--- src/rtl/rr_mux_pkg.sv ---
// Shared types and helpers for the 8-source round-robin mux arbiter.
// RR_MUX_PRIO_EN (see rr_mux_arbiter_8) does not change anything in this package.
package rr_mux_pkg;

  localparam int N_SRC = 8;
  localparam int SEL_W = 3;

  typedef logic [SEL_W-1:0] sel_t;
  typedef logic [N_SRC-1:0] vec_t;

  typedef enum logic {
    EMPTY = 1'b0,
    FULL  = 1'b1
  } state_t;

  // One-hot vector with only bit idx set; rotating a single 1 by idx.
  function automatic vec_t rotate_onehot(input sel_t idx);
    vec_t base;
    base = vec_t'(1);
    return base << idx;
  endfunction

endpackage

--- src/rtl/rr_pick.sv ---
// Combinational round-robin picker: first set bit of req searching last+1, last+2, ... mod 8.
module rr_pick
  import rr_mux_pkg::*;
(
  input  logic [N_SRC-1:0] req,
  input  sel_t             last,
  output logic             any,
  output sel_t             win
);

  logic [N_SRC-1:0] rot;
  sel_t             off;

  // rot[k] is the requester k+1 places after the last winner; sel_t arithmetic wraps 7 -> 0.
  generate
    for (genvar gi = 0; gi < N_SRC; gi++) begin : g_rot
      sel_t src_idx;
      assign src_idx = last + sel_t'(gi) + sel_t'(1);
      assign rot[gi] = req[src_idx];
    end
  endgenerate

  always_comb begin
    off = '0;
    for (int i = N_SRC - 1; i >= 0; i--) begin
      if (rot[i]) off = sel_t'(i);
    end
  end

  assign any = |req;
  assign win = last + off + sel_t'(1);

endmodule

--- src/rtl/rr_mux_arbiter_8.sv ---
// Round-robin 8:1 mux controller with a single registered output beat.
// Define RR_MUX_PRIO_EN to add prio_mask: masked requesters are arbitrated ahead of the rest.
module rr_mux_arbiter_8
  import rr_mux_pkg::*;
#(
  parameter int DATA_W = 8
) (
  input  logic                    clk,
  input  logic                    rst_n,
  input  logic [N_SRC-1:0]        req_valid,
  input  logic [N_SRC*DATA_W-1:0] req_data,
  output logic [N_SRC-1:0]        req_ready,
  output logic                    out_valid,
  input  logic                    out_ready,
  output logic [DATA_W-1:0]       out_data,
  output sel_t                    out_src
`ifdef RR_MUX_PRIO_EN
  ,
  input  logic [N_SRC-1:0]        prio_mask
`endif
);

  state_t            state_reg;
  logic [DATA_W-1:0] data_reg;
  sel_t              src_reg;
  sel_t              last_reg;

  logic              load;
  logic              any;
  sel_t              win;
  logic              grant;
  logic [DATA_W-1:0] data_arr [N_SRC];

  generate
    for (genvar gi = 0; gi < N_SRC; gi++) begin : g_slice
      assign data_arr[gi] = req_data[gi*DATA_W +: DATA_W];
    end
  endgenerate

`ifdef RR_MUX_PRIO_EN
  logic hi_any;
  logic lo_any;
  sel_t hi_win;
  sel_t lo_win;

  rr_pick u_pick_hi (
    .req  (req_valid & prio_mask),
    .last (last_reg),
    .any  (hi_any),
    .win  (hi_win)
  );

  rr_pick u_pick_lo (
    .req  (req_valid),
    .last (last_reg),
    .any  (lo_any),
    .win  (lo_win)
  );

  assign any = hi_any | lo_any;
  assign win = hi_any ? hi_win : lo_win;
`else
  rr_pick u_pick (
    .req  (req_valid),
    .last (last_reg),
    .any  (any),
    .win  (win)
  );
`endif

  assign load  = (state_reg == EMPTY) || out_ready;
  // Gated by rst_n so no producer sees its beat consumed while the block is held in reset.
  assign grant = rst_n && load && any;

  assign req_ready = grant ? rotate_onehot(win) : '0;

  always_ff @(posedge clk or negedge rst_n) begin
    if (!rst_n) begin
      state_reg <= EMPTY;
      data_reg  <= '0;
      src_reg   <= '0;
      last_reg  <= sel_t'(N_SRC - 1);
    end else if (load) begin
      if (any) begin
        state_reg <= FULL;
        data_reg  <= data_arr[win];
        src_reg   <= win;
        last_reg  <= win;
      end else begin
        state_reg <= EMPTY;
      end
    end
  end

  assign out_valid = (state_reg == FULL);
  assign out_data  = data_reg;
  assign out_src   = src_reg;

endmodule

--- config.mk ---
export PLATFORM = sky130hd
export DESIGN_NAME = rr_mux_arbiter_8
export DESIGN_NICKNAME = d
export VERILOG_FILES = /design/src/rtl/rr_mux_pkg.sv /design/src/rtl/rr_pick.sv /design/src/rtl/rr_mux_arbiter_8.sv
export SDC_FILE = /design/constraint.sdc
export NUM_CORES = 1
export LEC_CHECK = 0
export ABC_AREA = 1
export CAP_MARGIN = 20
export CELL_PAD_IN_SITES_DETAIL_PLACEMENT = 1
export CELL_PAD_IN_SITES_GLOBAL_PLACEMENT = 2
export CORE_ASPECT_RATIO = 1.2
export CORE_MARGIN = 2
export CORE_UTILIZATION = 19
export CTS_CLUSTER_DIAMETER = 200
export CTS_CLUSTER_SIZE = 20
export DETAILED_ROUTE_END_ITERATION = 10
export MAX_ROUTING_LAYER = met4
export PLACE_DENSITY_LB_ADDON = 0.05
export SYNTH_ARGS = -nofsm -noshare
export SYNTH_HDL_FRONTEND = slang
export SYNTH_HIERARCHICAL = 1
export SYNTH_SLANG_ARGS = --single-unit
--- constraint.sdc ---
create_clock -name clk -period 6.8 [get_ports clk]
set_input_delay 2.04 -clock clk [delete_from_list [all_inputs] [get_ports clk]]
set_output_delay 2.04 -clock clk [all_outputs]
set_load 0.02 [all_outputs]
# [Yosys cells after proc, flatten, opt, wreduce, memory -nomap -nowiden]
# Cells that the tools add are included.
[word_totals] mem_bits_ro=0 mem_bits_rw=0 latchBits=0 inputBits=75 mem_count=0 out_inout_bits=20 register_bits=15
[op_classes] magnitude_cmp=9 add_sub_neg=16 mul=0 reduce_logical=5 bitwise_logic=2 n_eq_ne=0 n_div=0 mux=29 shifts=1
[ops] operator="3-bit by 4-bit < comparator with 1-bit output (second input constant)" n=8
[ops] operator="3-bit by 1-bit adder with 3-bit output (second input constant)" n=9
[ops] operator="1-bit binary-select mux with 3-bit select" n=8
[ops] operator="8-bit binary-select mux with 3-bit select" n=1
[ops] operator="3-bit two-way mux" n=8
[ops] operator="8-bit two-way mux" n=3
[ops] operator="3-bit adder (second input constant)" n=4
[ops] operator="1-bit two-way mux" n=9
[ops] operator="8-bit OR reduction" n=1
[ops] operator="1-bit by 3-bit left shift with 8-bit output (first input constant)" n=1
[ops] operator="3-bit by 2-bit adder with 3-bit output (second input constant)" n=2
[ops] operator="4-bit greater-or-equal comparator (second input constant)" n=1
[ops] operator="3-bit inverter with 4-bit output" n=1
[ops] operator="3-bit adder" n=1
[ops] operator="1-bit logical AND" n=2
[ops] operator="2-bit AND reduction" n=1
[ops] operator="1-bit logical OR" n=1
[ops] operator="1-bit inverter" n=1

# [Depth between registers and ports, before layout]
# Gate-level depths: netlist of the first run.
[logic_depth] word_depth=18 depth_mapped=26 ltp_nobuf=24

# [Modules after synthesis]
# Netlist of the first run, hierarchy kept.
[by_module_without_submodules] module="rr_mux_arbiter_8" seq_area_each_um2=379.1 instances=1 cells_each=241 area_per_inst_um2=1336.3
[by_module_without_submodules] module="rr_pick" seq_area_each_um2=0.0 instances=1 cells_each=117 area_per_inst_um2=620.6

# [Least setup slack after synthesis of the first run]
# OpenSTA, ideal clock, no wires.
[synth_path] kind="input port to output port" startpoint="input req_valid[7]" endpoint="output req_ready[4]" path_stages=21 path_buffers=0 setup_slack_ns=0.506 arrival_time_ns=4.254 path_cell_list="nand2_1 > nand3_1 > nand3_1 > nand2_1 > nand2_1 > nand2_1 > nand2_1 > nand2_1 > nand2_1 > nand2_1 > nand2_1 > ha_1 > inv_1 > fa_1 > xor2_1 > nand3b_1 > nand2_1 > inv_2 > nor2_8 > nand2_1 > nor2_1"
[synth_between] elab_chain_len=14 word_cells_on_any_way=30
[synth_rtl] item="from (decl)" line_no="rr_mux_arbiter_8.sv:10" text="input logic [N_SRC-1:0] req_valid,"
[synth_rtl] item="1-bit binary-select mux with 3-bit select" line_no="rr_pick.sv:19" text="assign rot[gi] = req[src_idx];"
[synth_rtl] item="1-bit two-way mux (not written as such)" line_no="rr_pick.sv:19"
[synth_rtl] item="3-bit two-way mux (7 in a row)" line_no="rr_pick.sv:26" text="if (rot[i]) off = sel_t'(i);"
[synth_rtl] item="3-bit two-way mux *" line_no="rr_pick.sv:26"
[synth_rtl] item="3-bit adder *" line_no="rr_pick.sv:31" text="assign win = last + off + sel_t'(1);"
[synth_rtl] item="3-bit by 1-bit adder with 3-bit output *" line_no="rr_pick.sv:31"
[synth_rtl] item="via win[2]" line_no="rr_mux_arbiter_8.sv:30" text="sel_t win;"
[synth_rtl] item="1-bit by 3-bit left shift with 8-bit output *" line_no="rr_mux_pkg.sv:20" text="return base << idx;"
[synth_rtl] item="8-bit two-way mux *" line_no="rr_mux_arbiter_8.sv:75" text="assign req_ready = grant ? rotate_onehot(win) : '0;"
[synth_rtl] item="to (decl)" line_no="rr_mux_arbiter_8.sv:12" text="output logic [N_SRC-1:0] req_ready,"
# The timed path passes the listed nets; every way through them passes the cells marked *. The select of a mux whose other input is x is not followed.

# [Final worst setup path of the first run]
[layout_path] startpoint="input req_valid[3]" endpoint="output req_ready[4]"
# The elaborated chain is that of the path after synthesis.

==> impl_results.md, run 1 <==
- Critical Path Start Type: primary input
- Reg clk slew, reported paths: about 0.050 ns
- Cell family with most CP delay: simple AND/OR/NAND/NOR gates
- Commonest non-fill, non-tap cell in the layout: nand2_1
- Area Growth Syn to Fin: 61.1%
- Gr usage total: between 10% and 20%
- Core Util, Final: between 30% and 40%
- Required time of the critical path: 4.76 ns
- Syn. warnings: 6
- Register area share after synthesis: between 15 and 20%
- Initial Utilization: between 10% and 20%
- Max-capacitance violation count: 0
- Reg2Reg Launch Point: last_reg[1]
- Initial drt markers: 28
- Share of cells above drive strength 1: approximately 16%
- Clock Tree Buf Depth: 2
- Vias: between 2000 and 2500
- Yosys cell types: 31
- Layout Skew: between 0.0007 and 0.0008 ns
- CP max-delay cell: fa_2
- Setup WS pre-CTS: -0.705 ns
- Rows: 40
- Clk sink count: 15
- Mapped Area: 1960 sq um
- Most frequent CP cell: nand2_1
- DR pass1 iterations: 4
- Final Cycle Share: between 90% and 100%
- Setup WS post-layout: between 0.2 and 0.3 ns
- CORE AREA: approximately 10000 sq um
- DRC Markers: 0
- Die width: slightly below 100 microns
- Max reg flops: 8
- Cells after Synth: 358
- Status: finished, final reports clean
- Crit path capture type: output port
- Syn Area/Cell: 5.47 sq um
- FF+latch count, synth: 15
- Worst Path Buf+Inv: 4
- Vias in the first global route: around 2700
- Pins over their slew limit: 0
- Routed len/inst: about 13 microns
- I/O Pins: 95
- ANT cells: 0
- Post-DP HPWL: 6.59 mm
- CP Class: primary input to output port
- Reg2Reg Capture Point: out_data[1]
- FF-to-FF path depth: 23
- Hold Buf Count CTS: 0
- Nets: 543
- Vias per cell: between 4 and 5
- Final ANT Viol Nets: 0
- Mapped Nets: approximately 440
- CP peak stage delay: between 0.3 and 0.4 ns
- Worst Path Max Fanout: 4
- WP data arrival: 4.47 ns
- Clock Latency Late Sink: between 0.2 and 0.25 ns
- FF-to-FF setup slack: 3.05 ns
- Clock tree from TritonCTS: yes
- Detailed-route wire length: around 7.7 mm
- Pin count of the biggest net entering global routing: 32
- First-pass GRT wire length: approximately 13 mm
- Worst-path cell chain: clkdlybuf4s15_1, nand2_1, nand3_1, nand2_1, nand2_1, nand2_1, nand2_1, nand2_1, nand2_1, nand2_1, nand2_1, ha_1, inv_1, fa_2, xor2_1, nand3b_1, nand2_2, inv_2, nor2_8, nand2_4, nor2_1, buf_4
- CP Launch Point: req_valid[3]
- Fmax: around 150 MHz
- Port Buffers: 94
- Max_slew headroom: 75.9%
- Hold Path Cell Cnt: 2
- CTS Buf Count: 3
- Grt ovf: 0
- Antenna violations before repair: 0
- Worst hold endpoint: out_src[0]
- Root Buffer Master: clkbuf_16
- H-tree Lvls: 1
- Worst-margin pin slew: approximately 0.36 ns
- Die height: between 100 and 150 microns
- Final setup viols: 0
- Final hold vios: 0
- GPL Wtd Cong: between 0.7 and 0.8
- Clock period minus worst slack: 6.51 ns
- Worst hold start: out_src[0]
- Die ar.: ~11000 sq um
- Most frequent cells in the layout: 242 x nand2_1, 78 x clkdlybuf4s50_1, 22 x buf_4, 21 x nand3_1, 14 x inv_1
- Hold Path Class: flop to flop
## cell usage after synthesis
cell,number,area [sq um]
nor2_2,1,6.26
o21ai_1,2,10.0
nand2_4,1,11.3
nand3b_1,1,7.51
nor2_8,1,20.0
o21a_1,1,7.51
inv_6,1,8.76
xor2_1,1,8.76
and2_1,1,6.26
and2_4,1,8.76
xnor2_1,1,8.76
nand3_1,25,125
buf_6,5,56.3
ha_1,4,50.1
inv_1,14,52.6
nor2_1,9,33.8
buf_2,4,20.0
nor2_4,1,11.3
nand3_2,1,10.0
inv_2,2,7.51
nor4_1,2,12.5
inv_8,1,11.3
buf_12,1,20.0
nand2_1,248,931
dfrtp_1,12,300
xor2_2,3,48.8
dfstp_2,3,78.8
fa_1,1,20.0
a21oi_1,2,10.0
buf_4,3,22.5
nand2_2,5,31.3
## worst max path at each step
stage	end	depth (start not counted)
after global routing	req_ready[2]	23
after global placement	req_ready[7]	24
after CTS	req_ready[7]	24
after floorplan	req_ready[4]	21
after detailed placement	req_ready[7]	24
final	req_ready[4]	22
## what timing repair did
item / 4_1_cts / 5_1_grt
endpoints found under the setup margin: 8 / 8
pin swaps: 2 / 3
resized for setup: 45 / 31
setup buffers: 0 / 0
## stage by stage
stage | hold WS, ns | setup TNS (ns) | area (sq um) | std cells
floorplan | 0.454 | 0 | 1960 | 358
global placement | 0.482 | -4.74 | 3080 | 584
detailed placement | 0.476 | -5.25 | 3080 | 584
CTS | 0.496 | 0 | 3120 | 588
global route | 0.524 | -0.00234 | 3150 | 588
finish | 0.493 | 0 | 3150 | 588
## worst min-delay path: cells and delay by family, from the launching register on
kind / cells / cell delay (ns)
flip-flops: 1 / 0.35
AND/OR/NAND/NOR: 2 / 0.12
## cell type report
| class | instances | area (sq um) |
|---|---|---|
| inverters | 18 | 80.1 |
| well taps | 126 | 158 |
| repair buffers | 113 | 1020 |
| fillers | 1317 | 6860 |
| clock buffers | 4 | 78.8 |
| flip-flops and latches | 15 | 379 |
| multi-input cells | 312 | 1430 |
## kinds of logic after synthesis
group	share of synthesized area (%)
XOR/XNOR	3.39
AND/OR/NAND/NOR	62.1
buffers and inverters	10.2
AO/OA/AOI/OAI	1.41
adder cells (fa/ha/maj)	3.58
flip-flops	19.4
## per-layer routing
metal  wire (microns)  track usage, %
met5                0               -
met1             3100            15.1
met3              256            1.34
met2             4200            28.1
met4              172            4.23
Power of run 1 is left out: the tool's default activity adds up to more than one toggle a clock period on the data nets, which glitch-free logic cannot reach.
==> inputs of run 2 (changes only) <==
--- a/config.mk
+++ b/config.mk
@@ -12,3 +12,3 @@
 export CORE_ASPECT_RATIO = 1.2
-export CORE_MARGIN = 2
+export CORE_MARGIN = 4
 export CORE_UTILIZATION = 19
==> constraint.sdc (replaced) <==
create_clock -name clk -period 6.8 [get_ports clk]
set_input_delay 0.68 -clock clk [delete_from_list [all_inputs] [get_ports clk]]
set_output_delay 0.68 -clock clk [all_outputs]
set_load 0.02 [all_outputs]
==> run 2 against run 1 <==
- core utilization fell by 1.4 points
- count of clock-buffer cells in the layout down 1
- critical path type is now flop to output port
- setup slack better by 1.3 ns
- register-to-register slack worse by 0.06 ns
- cell area down 3.8%
- hold slack worse by 0.0071 ns
- sequential share of layout area rose by 0.48 points
- routed wire length is 1.8% lower
==> impl_results.md, run 2 (synthesized netlist as in run 1, its figures left out) <==
- Status: finished, final reports clean
- Reg clk slew, reported paths: 0.05 ns
- Initial drt markers: 25
- Met2 GRT Util: around 24%
- Met1 usage in global routing: about 15%
- Clock tree from TritonCTS: yes
- Vias: around 2400
- DRC Markers: 0
- Max_slew headroom: 49.6%
- TNS Setup: 0 ns
- Hold Buf Count CTS: 0
- Core Util, Final: 30.1%
- Gr busiest metal: met2
- Rows: 40
- Area Growth Syn to Fin: 54.9%
- Hold Path Class: flop to flop
- Grt ovf: 0
- Pins over their slew limit: 0
- Clock Latency Late Sink: ~0.25 ns
- Final setup viols: 0
- Max reg flops: 8
- H-tree Lvls: 1
- Final Cycle Share: about three quarters
- CORE AREA: between 10000 and 15000 sq um
- Post-CTS Setup Inserts: 0
- Placed cells: 567
- I/O Pins: 95
- Most frequent cells in the layout: 248 x nand2_1, 94 x clkdlybuf4s50_1, 25 x nand3_1, 14 x inv_1, 12 x dfrtp_1
- Worst Path Max Fanout: 20
- WP data arrival: about 4.5 ns
- Final cell count without fillers: approximately 570
- First-pass GRT wire length: about 12 mm
- Fmax: a little under 200 MHz
- Share of cells above drive strength 1: approximately 6.1%
- Clock period minus worst slack: ~5.2 ns
- Final ANT Viol Nets: 0
- Vias in the first global route: 2614
- ANT cells: 0
- GPL Wtd Cong: 0.832
- Final hold vios: 0
- Worst hold margin: slightly below 0.5 ns
- Die height: roughly 120 microns
- Commonest non-fill, non-tap cell in the layout: nand2_1
- CTS Buf Count: 3
- Die ar.: around 12000 sq um
- Met3 Use GR: less than 1%
- Antenna violations before repair: 0
- Worst-margin pin slew: ~0.75 ns
- Nets: approximately 530
- Root Buffer Master: clkbuf_16
- Critical Path Start Type: flop
- Clk sink count: 15
- Routed len/inst: around 13 microns
- RSZ-0062 raised after global routing: no
- Fill cells: between 1000 and 1500
- Max-capacitance violation count: 0
- Layout Skew: about 0.0020 ns
- Gr usage total: a little over an eighth
- Pin count of the biggest net entering global routing: 35
- Crit path capture type: output port
- DR pass1 iterations: 4
- Die width: approximately 100 microns
- CP Class: flop to output port
- Post-DP HPWL: approximately 6.3 mm
- Port Buffers: 94
- Clock Tree Buf Depth: 2
- Detailed-route wire length: 7.59 mm
- Post_cts resized: 0
- Vias per cell: approximately 4.1
- Required time of the critical path: between 6 and 7 ns
- Initial Utilization: 19.5%
run 2: cell types whose count changed in the layout (fill, tap and decap cells not counted), moves of 2 or more:
| cell | previous run | this run |
|---|---|---|
| nand3_2 | 5 | 1 |
| clkdlybuf4s50_1 | 78 | 94 |
| nor2_1 | 6 | 9 |
| nand2_1 | 242 | 248 |
| buf_2 | 4 | 0 |
| clkbuf_2 | 7 | 0 |
| nand2_2 | 10 | 5 |
| nor2_2 | 3 | 1 |
| buf_4 | 22 | 2 |
| nand3_1 | 21 | 25 |
run 2: stage by stage:
step	worst slack (ns)	area [sq um]
3_3_place_gp	1.80	2950
2_1_floorplan	2.74	1960
3_5_place_dp	1.81	2950
5_1_grt	1.18	3030
4_1_cts	1.53	3030
6_report	1.64	3030
run 2: layer usage:
metal	up-vias	wire [microns]
met1	1055	3160
met4	0	69
met2	50	4110
met5	-	0
met3	6	250
li1	1258	-
run 2: cell type report:
type                            instances  area (sq um)  share of cell area [%]
Inverter                               18          80.1                    2.64
Multi-Input combinational cell        312          1380                    45.5
Sequential cell                        15           379                    12.5
Clock buffer                            3          75.1                    2.48
Tap cell                              126           158                    5.20
Clock inverter                          1          5.00                   0.165
Timing Repair Buffer                   96           956                    31.5
run 2: final timing paths:
check	to	slack (ns)	start	cells after the start
max in group asynchronous	out_data[1]	5.45	rst_n	1
worst min-delay path	out_src[0]	0.49	out_src[0]	2
worst max-delay path	req_ready[4]	1.64	last_reg[0]	17
min in group asynchronous	out_valid	0.88	rst_n	1
worst max register to register	out_data[5]	2.99	last_reg[0]	18
worst min register to register	out_src[0]	0.49	out_src[0]	2
run 2: worst max-delay path, stage by stage, from the launching register on:
cell and delay (ns):
dfstp_2 0.70, inv_6 0.10, ha_1 0.43, xor2_2 0.24, nand2_1 0.07, o21ai_1 0.10
nand2_1 0.10, and2_1 0.17, nand2_1 0.06, nand2_1 0.05, ha_1 0.17, inv_1 0.06
fa_1 0.41, buf_4 0.23, inv_1 0.46, nand2_1 0.15, nor2_1 0.13, clkdlybuf4s50_1 0.62
Power of run 2 is left out for the same reason.
==> inputs of run 3 (changes only) <==
Clock period 6.8 ns to 5.2 ns, I/O delays scaled along.
==> run 3 against run 2 <==
- core utilization up 0.39 points
- critical path depth up 7
- flip-flop and latch count unchanged
- global-route usage up 0.74 points
- clock skew up 0.00061 ns
- routed wire length up 3.2%
- first-iteration DRC count rose to 2.8 times the previous value
- die area unchanged
- cell area up 1.3%
- cell count up 0.53%
- non-clock buffer count up 3
- register-to-register slack worse by 1.5 ns
- critical path type unchanged
- critical endpoint is now req_ready[3]
==> impl_results.md, run 3 (synthesized netlist as in run 1, its figures left out) <==
- Most frequent CP cell: nand2_1
- Commonest non-fill, non-tap cell in the layout: nand2_1
- Pins over their slew limit: 0
- Initial drt markers: 69
- Grt ovf: 0
- ANT cells: 0
- Vias per cell: 4.20
- Reg clk slew, reported paths: about 0.050 ns
- Gr usage total: 13.7%
- Clk sink count: 15
- H-tree Lvls: 1
- TNS Setup: 0 ns
- Rows: 40
- DP Area: approximately 3000 sq um
- Pin count of the biggest net entering global routing: 35
- Critical Path Start Type: flop
- Layout Skew: about 0.0026 ns
- Clock Latency Late Sink: about 0.25 ns
- CP max-delay cell: dfstp_4
- Worst hold margin: around 0.48 ns
- Root Buffer Master: clkbuf_16
- Initial Utilization: between 10% and 20%
- Most frequent cells in the layout: 248 x nand2_1, 90 x clkdlybuf4s50_1, 25 x nand3_1, 14 x inv_1, 12 x dfrtp_1
- Port Buffers: between 90 and 100
- Crit path capture type: output port
- Status: finished, final reports clean
- Die height: 119 microns
- Cell family with most CP delay: simple AND/OR/NAND/NOR gates
- Final ANT Viol Nets: 0
- I/O Pins: 95
- Vias: around 2400
- Nets: roughly 530
- Max-capacitance violation count: 0
- Fmax: around 210 MHz
- Clock tree from TritonCTS: yes
- Worst-margin pin slew: a little under 0.8 ns
- CP Class: flop to output port
- DRC Markers: 0
- CTS Buf Count: 3
- Max reg flops: 8
- Final Cycle Share: approximately 91%
- Worst-path cell chain: inv_6, ha_2, inv_1, nand3_1, nand2_1, nand2_1, nand2_1, nand2_1, nand2_1, nand2_1, nand2_1, nand2_1, nand2_1, nand2_1, ha_1, inv_1, fa_1, xor2_1, nand3b_1, nand2_1, nor2_4, nand2_1, nor2_1, clkdlybuf4s50_1
- Worst Path Max Fanout: 12
- Die ar.: around 12000 sq um
- RSZ-0062 raised after global routing: no
- WP data arrival: between 4 and 5 ns
- Post-DP HPWL: around 6.5 mm
- Antenna violations before repair: 0
- Final setup viols: 0
- CORE AREA: a little over 10000 sq um
- Clock Tree Buf Depth: 2
- First-pass GRT wire length: about 13 mm
- CP peak stage delay: about 0.71 ns
- Hold Path Class: flop to flop
- Share of cells above drive strength 1: a little under 7%
- Area Growth Syn to Fin: 56.9%
- Die width: between 100 and 150 microns
- Routed len/inst: 13.6 microns
- Worst Path Buf+Inv: 4
- Required time of the critical path: ~4.7 ns
- Final instance area: just over 3000 sq um
- Clock period minus worst slack: approximately 4.7 ns
- Vias in the first global route: ~2500
- DR pass1 iterations: 4
- Detailed-route wire length: between 7 and 8 mm
- Final hold vios: 0
- GPL Wtd Cong: slightly above 0.8
- Max_slew headroom: 48.4%
==> run 3: tightest hold or removal path: cells and delay by family, from the launching register on <==
family | cells | cell delay [ns]
simple gates | 2 | 0.10
flops | 1 | 0.34
==> run 3: layout make-up <==
type / instances / area [sq um]
clock inverter: 1 / 5.00
timing repair buffer: 99 / 988
sequential: 15 / 383
inverter: 18 / 80.1
fill: 1314 / 6990
clock buffer: 3 / 75.1
tap: 126 / 158
multi-input combinational: 312 / 1380
==> run 3: path summary, 6_finish.rpt <==
kind / startpoint / end / slack (ns) / cells past startpoint
worst max-delay path: last_reg[0] / req_ready[3] / 0.46 / 24
min in group asynchronous: rst_n / out_src[1] / 0.73 / 1
worst max register to register: last_reg[0] / out_data[6] / 1.53 / 23
max in group asynchronous: rst_n / out_data[3] / 3.99 / 1
worst min-delay path: out_src[2] / out_src[2] / 0.48 / 2
worst min register to register: out_src[2] / out_src[2] / 0.48 / 2
==> run 3: per-stage QoR <==
stage                     util, %  instances  setup WS (ns)
after global routing         30.5        574         0.0584
after global placement       29.4        568          0.520
final                        30.5        574          0.460
after floorplan                 -        358           1.30
after CTS                    30.2        572          0.164
after detailed placement     29.4        568          0.440
==> run 3: metal layers <==
layer / global-route usage [%] / wire (microns)
met1: 15.9 / 3200
met2: 25.1 / 4250
met3: 1.64 / 311
met4: 2.86 / 76
met5: - / 0
==> run 3: what timing repair did <==
action,in CTS,in global routing
hold endpoints to repair,0,0
setup buffers,0,2
hold buffers,0,0
endpoints found under the setup margin,0,8
resized for setup,0,6
Power of run 3 is left out for the same reason.
